`config.mk`:
```
export PLATFORM = sky130hd
export DESIGN_NAME = register_file_sb
export DESIGN_NICKNAME = d
export VERILOG_FILES = /design/src/rtl/udlx_regfile_pkg.sv /design/src/rtl/regfile_scoreboard.sv /design/src/rtl/register_file_sb.sv
export SDC_FILE = /design/constraint.sdc
export NUM_CORES = 2
export LEC_CHECK = 0
export CORE_MARGIN = 4
export CORE_UTILIZATION = 55
export CTS_BUF_LIST = sky130_fd_sc_hd__clkbuf_8
export CTS_CLUSTER_SIZE = 28
export DETAILED_ROUTE_END_ITERATION = 12
export GPL_TIMING_DRIVEN = 0
export MAX_ROUTING_LAYER = met4
export PLACE_DENSITY = 0.72
export SETUP_SLACK_MARGIN = 0.5
export SLEW_MARGIN = 0
export SYNTH_ARGS = -nofsm -noshare
export SYNTH_HDL_FRONTEND = slang
export SYNTH_HIERARCHICAL = 1
export SYNTH_SLANG_ARGS = --single-unit
```
`constraint.sdc`:
```
create_clock -name clk -period 15.8 [get_ports clk]
set_clock_uncertainty 0.1 [all_clocks]
set_input_delay 4.74 -clock clk [delete_from_list [all_inputs] [get_ports clk]]
set_output_delay 4.74 -clock clk [all_outputs]
set_load 0.05 [all_outputs]
```
`src/rtl/udlx_regfile_pkg.sv`:
```
// udlx_regfile_pkg: shared defaults, register-zero index and busy-vector popcount
package udlx_regfile_pkg;
  localparam int DEFAULT_DATA_WIDTH = 32;
  localparam int DEFAULT_MEMORY_SIZE = 32;
  localparam int DEFAULT_ADDRESS_WIDTH = 5;
  localparam int MAX_REGS = 64;
  localparam int REG_ZERO = 0;
  function automatic int popcount(input logic [MAX_REGS-1:0] v);
    int n;
    n = 0;
    for (int i = 0; i < MAX_REGS; i++) n = n + 32'(v[i]);
    return n;
  endfunction
endpackage

```
`src/rtl/regfile_scoreboard.sv`:
```
// regfile_scoreboard: busy bits, reservation handshake, pending count and sticky write error (REGFILE_BYPASS_EN masks read_busy on a same-cycle write)
module regfile_scoreboard import udlx_regfile_pkg::*; #(
  parameter int MEMORY_SIZE = DEFAULT_MEMORY_SIZE,
  parameter int ADDRESS_WIDTH = DEFAULT_ADDRESS_WIDTH,
  parameter int NUM_READ_PORTS = 2
) (
  input  logic                                   clk,
  input  logic                                   rst,
  input  logic [NUM_READ_PORTS*ADDRESS_WIDTH-1:0] read_address,
  output logic [NUM_READ_PORTS-1:0]              read_busy,
  input  logic                                   reserve_enable,
  input  logic [ADDRESS_WIDTH-1:0]               reserve_address,
  output logic                                   reserve_ready,
  input  logic                                   write_enable,
  input  logic [ADDRESS_WIDTH-1:0]               write_address,
  output logic [ADDRESS_WIDTH:0]                 pending_count,
  output logic                                   write_error
);
  logic [MEMORY_SIZE-1:0] busy, busy_nxt;
  logic [ADDRESS_WIDTH-1:0] a;
  function automatic logic in_range(input logic [ADDRESS_WIDTH-1:0] x);
    return 32'(x) < MEMORY_SIZE;
  endfunction
  function automatic logic busy_at(input logic [ADDRESS_WIDTH-1:0] x);
    return in_range(x) ? busy[x] : 1'b0;
  endfunction
  always_comb begin
    a = '0;
    reserve_ready = ~busy_at(reserve_address) | (write_enable & write_address == reserve_address);
    // release applies before the new reservation, so a same-cycle write+reserve leaves the register owned
    for (int r = 0; r < MEMORY_SIZE; r++)
      busy_nxt[r] = (busy[r] & ~(write_enable & write_address == ADDRESS_WIDTH'(r))) |
                    (reserve_enable & reserve_ready & reserve_address == ADDRESS_WIDTH'(r) & r != REG_ZERO);
    for (int i = 0; i < NUM_READ_PORTS; i++) begin
      a = read_address[i*ADDRESS_WIDTH +: ADDRESS_WIDTH];
`ifdef REGFILE_BYPASS_EN
      read_busy[i] = busy_at(a) & ~(write_enable & write_address == a & a != ADDRESS_WIDTH'(REG_ZERO));
`else
      read_busy[i] = busy_at(a);
`endif
    end
  end
  always_ff @(posedge clk)
    if (rst) begin
      busy <= '0;
      pending_count <= '0;
      write_error <= 1'b0;
    end else begin
      busy <= busy_nxt;
      pending_count <= (ADDRESS_WIDTH+1)'(popcount(MAX_REGS'(busy_nxt)));
      write_error <= write_error | (write_enable & write_address != ADDRESS_WIDTH'(REG_ZERO) &
                                    in_range(write_address) & ~busy_at(write_address));
    end
endmodule

```
`src/rtl/register_file_sb.sv`:
```
// register_file_sb: multi-port register bank with hardwired r0 and hazard scoreboard; REGFILE_BYPASS_EN forwards write data to same-cycle reads
module register_file_sb import udlx_regfile_pkg::*; #(
  parameter int DATA_WIDTH = DEFAULT_DATA_WIDTH,
  parameter int MEMORY_SIZE = DEFAULT_MEMORY_SIZE,
  parameter int ADDRESS_WIDTH = DEFAULT_ADDRESS_WIDTH,
  parameter int NUM_READ_PORTS = 2
) (
  input  logic                                   clk,
  input  logic                                   rst,
  input  logic [NUM_READ_PORTS*ADDRESS_WIDTH-1:0] read_address,
  output logic [NUM_READ_PORTS*DATA_WIDTH-1:0]    read_data,
  output logic [NUM_READ_PORTS-1:0]              read_busy,
  input  logic                                   reserve_enable,
  input  logic [ADDRESS_WIDTH-1:0]               reserve_address,
  output logic                                   reserve_ready,
  input  logic                                   write_enable,
  input  logic [ADDRESS_WIDTH-1:0]               write_address,
  input  logic [DATA_WIDTH-1:0]                  write_data,
  output logic [ADDRESS_WIDTH:0]                 pending_count,
  output logic                                   write_error
);
  logic [DATA_WIDTH-1:0] mem [MEMORY_SIZE];
  logic [ADDRESS_WIDTH-1:0] a;
  function automatic logic in_range(input logic [ADDRESS_WIDTH-1:0] x);
    return 32'(x) < MEMORY_SIZE;
  endfunction
  always_ff @(posedge clk)
    if (rst) for (int r = 0; r < MEMORY_SIZE; r++) mem[r] <= '0;
    else if (write_enable && write_address != ADDRESS_WIDTH'(REG_ZERO) && in_range(write_address))
      mem[write_address] <= write_data;
  always_comb begin
    a = '0;
    read_data = '0;
    for (int i = 0; i < NUM_READ_PORTS; i++) begin
      a = read_address[i*ADDRESS_WIDTH +: ADDRESS_WIDTH];
      read_data[i*DATA_WIDTH +: DATA_WIDTH] = (a == ADDRESS_WIDTH'(REG_ZERO) || !in_range(a)) ? '0 : mem[a];
`ifdef REGFILE_BYPASS_EN
      if (write_enable && write_address == a && a != ADDRESS_WIDTH'(REG_ZERO) && in_range(a))
        read_data[i*DATA_WIDTH +: DATA_WIDTH] = write_data;
`endif
    end
  end
  regfile_scoreboard #(
    .MEMORY_SIZE(MEMORY_SIZE),
    .ADDRESS_WIDTH(ADDRESS_WIDTH),
    .NUM_READ_PORTS(NUM_READ_PORTS)
  ) u_sb (
    .clk(clk),
    .rst(rst),
    .read_address(read_address),
    .read_busy(read_busy),
    .reserve_enable(reserve_enable),
    .reserve_address(reserve_address),
    .reserve_ready(reserve_ready),
    .write_enable(write_enable),
    .write_address(write_address),
    .pending_count(pending_count),
    .write_error(write_error)
  );
endmodule

```
==> impl_metrics.ini <==
[status]
status = complete, but fails checks
failed_checks = max-capacitance violations, max-slew violations

[logic_synthesis]
avgSynthCellArea_um2 = 14.9
ys_ff_latch = 1063
ys_seq_area_frac = 0.543
synth_edf_count = 1024
yosysUniqueCellTypes = 59
synth_area_um2 = 58100
yosys_warnings = 6
synthFlopType = edfxtp_1
async_reset_ff_frac = 0
syn-instance-count = 3894

[drt]
ant_nets = 0
drc = 0
dr.first_iter.drc_count = 7906
vias = 42000
avgRoutedWirePerCell_um = 39.2
wl_um = 226000
drtPass1Iterations = 6
vias_per_cell = 7.27

[clock_network]
ctsLongestPathBuffers = 3
clock_sinks = 1063
cts_root_buffer = clkbuf_8
cts_resized = 0
path_clk_slew_ns = 0.05
numCtsBuffers = 180
tritoncts = built
post_cts_buffers = 0
clock_latency_ns = 0.89
htree_num_levels = 4
cts_hold_buf = 0

[sta]
rsz0062_at_grt = false
fmax_mhz = 65.9
finalSetupViolations = 0
tns_ns = 0
finalCritPeriodShare = 0.960
drv_slew = 88
period_needed_ns = 15.17
finalHoldViolCount = 0
slew_headroom = -0.0196
tightest_slew_ns = 1.53

[worst_setup_path]
reg2regPathDepth = 20
crit_path_end = read_data[43]
crit_path_start = read_address[7]
r2r-start = u_sb/busy[26]
reg2reg_slack_ns = 8.91
crit_path_cell_trace = clkdlybuf4s50_1, buf_2, buf_2, buf_4, nand3b_1, clkbuf_1, o22ai_1, a2111oi_1, nor3_1, clkdlybuf4s50_1
reg2reg_to = u_sb/pending_count[4]
cp_data_arrival_time_ns = 10.33
critPathMaxStageDelay_ns = 0.97
cp_slowest_cell = clkdlybuf4s50_1
start_kind = input pin
cp_max_fo = 10
cp-end-kind = primary output
critPathKind = in -> out
required_ns = 10.96

[layout]
fillers = 7902
nets = 4321
area_growth_pct = 11.0
final_cell_count_no_fill = 5773
layout-drive-gt1-share = 0.212

[grt]
grtUsageMet1 = 0.513
top_usage_layer = met2
grtUsageMet3 = 0.151
antenna_found_initial = 8
grt-ovfl-total = 0
grt.total_usage = 0.416
grt_pass1_wl_um = 310000
grt_pass1_vias = 41000
met2_usage = 0.580
grt_max_degree = 33

[min_path]
hold_class = reg -> reg

[run]
max-cap-violations = 4

[floorplanning]
die-width_um = 333
dieArea_um2 = 111000
die_h_um = 333
core-area_um2 = 104000
num_rows = 118
initial_utilization = 0.558
io_pins = 130

[pwr]
vdd_ir_drop_max_uv = 115
p_leak_nw = 22.3
power.density_nw_per_um2 = 104

[placement]
place_congestion = 1.01
placedCellCount = 5430
port_buffers = 123
hpwlAfterDp_um = 152000
final cells by class:
| type | count | area, µm² | share of cell area |
|---|---|---|---|
| clock buffers | 184 | 2530 | 0.0393 |
| flip-flops and latches | 1063 | 31500 | 0.489 |
| diodes | 18 | 45.0 | 0.000699 |
| plain buffers | 420 | 1970 | 0.0306 |
| inverters | 32 | 120 | 0.00186 |
| clock inverters | 139 | 676 | 0.0105 |
| well taps | 1380 | 1730 | 0.0268 |
| multi-input cells | 2410 | 24600 | 0.381 |
| repair buffers | 127 | 1290 | 0.0200 |
synth_stat cells (all sizes together) (3+ instances only):
cell type	n	area share
edfxtp	1024	0.53
and2	996	0.11
mux4	506	0.20
clkbuf	292	0.019
mux2i	158	0.027
o22ai	135	0.015
buf	128	0.015
nor3	58	0.0050
a2111oi	55	0.0092
a22o	51	0.0077
nor2	47	0.0030
dfxtp	39	0.013
nand2	38	0.0025
o21ai	38	0.0033
or2	36	0.0039
mux2	33	0.0064
inv	31	0.0020
nor2b	27	0.0029
fa	24	0.0083
nand3	19	0.0016
o31a	17	0.0026
a22oi	16	0.0021
a21oi	14	0.0012
nand2b	13	0.0014
o31ai	12	0.0020
a211oi	8	0.0011
ha	7	0.0015
nor4	7	0.00075
or3	7	0.00075
nand3b	6	0.00078
xor2	5	0.00075
a221oi	4	0.00060
a32o	4	0.00069
and3	4	0.00043
nor3b	4	0.00052
or3b	4	0.00060
a2bb2oi	3	0.00045
nor4b	3	0.00056
worst max-delay path, delay by kind of cell:
kind,cells,cell delay (ns)
buffers and inverters,6,3.42
and+or+nand+nor,2,1.67
AOI/OAI and AO/OA,2,0.46
through the flow:
stage / utilization / instance area (µm²) / power (mW) / worst slack, ns / hold WS [ns]
2_1_floorplan: - / 58200 / 3.96 / 2.89 / 0.415
5_1_grt: 0.619 / 64400 / 6.82 / 0.846 / 0.432
3_5_place_dp: 0.588 / 61200 / 4.39 / 0.880 / 0.371
3_3_place_gp: 0.587 / 61100 / 4.37 / 0.985 / 0.372
6_report: 0.619 / 64400 / 6.70 / 0.633 / 0.382
4_1_cts: 0.618 / 64400 / 6.62 / 0.813 / 0.385
flip-flops by register name, indices dropped and copies added (netlist names):
name	cells
u_sb/busy	32
u_sb/pending_count	6
mem	1024
u_sb/write_error	1
routing by layer:
metal	part of all wire	wire (µm)	up-vias
li1	-	-	15800
met2	0.43	96900	4289
met4	0.085	19300	0
met3	0.15	34900	1043
met1	0.33	75200	20900
met5	0	0	-
cell families (layout without fill, tap and decap cells):
family,after synthesis,in the layout,share of synthesized area
simple gates,1277,1277,0.133
flops,1063,1063,0.543
mux,697,697,0.230
buf+inv,452,902,0.0359
compound gates,366,366,0.0468
fa+ha+maj,31,31,0.00978
xor+xnor,7,7,0.00106
other cells,1,50,0.0000646
where the power goes:
part,switching [mW],internal [mW],leakage [nW]
registers,0.0834,3.24,10.1
clock network,1.21,1.12,1.85
logic,0.668,0.381,10.4
cells in the final DEF (no fill, tap or decap), types with 18 or more instances in the layout:
cell	n
edfxtp_1	1024
and2_1	996
mux4_2	506
clkbuf_1	287
clkbuf_8	184
mux2i_1	158
o22ai_1	135
clkdlybuf4s50_1	123
inv_1	90
nor3_1	58
buf_2	54
a22o_1	51
clkinv_1	51
nor2_1	47
a2111oi_1	41
buf_4	39
dfxtp_1	39
nand2_1	38
o21ai_0	38
or2_2	35
mux2_2	33
conb_1	32
nor2b_1	27
buf_6	24
fa_1	24
nand3_1	19
diode_2	18
how the worst min path moves through the flow:
stage | depth (start not counted) | from | endpoint | slack (ns)
floorplan | 2 | u_sb/busy[21] | u_sb/busy[21] | 0.42
global placement | 2 | u_sb/write_error | u_sb/write_error | 0.37
detailed placement | 2 | u_sb/write_error | u_sb/write_error | 0.37
CTS | 2 | u_sb/write_error | u_sb/write_error | 0.39
global route | 2 | u_sb/write_error | u_sb/write_error | 0.43
finish | 2 | u_sb/write_error | u_sb/write_error | 0.38
Note: power is estimated with default switching activity, not from simulation.
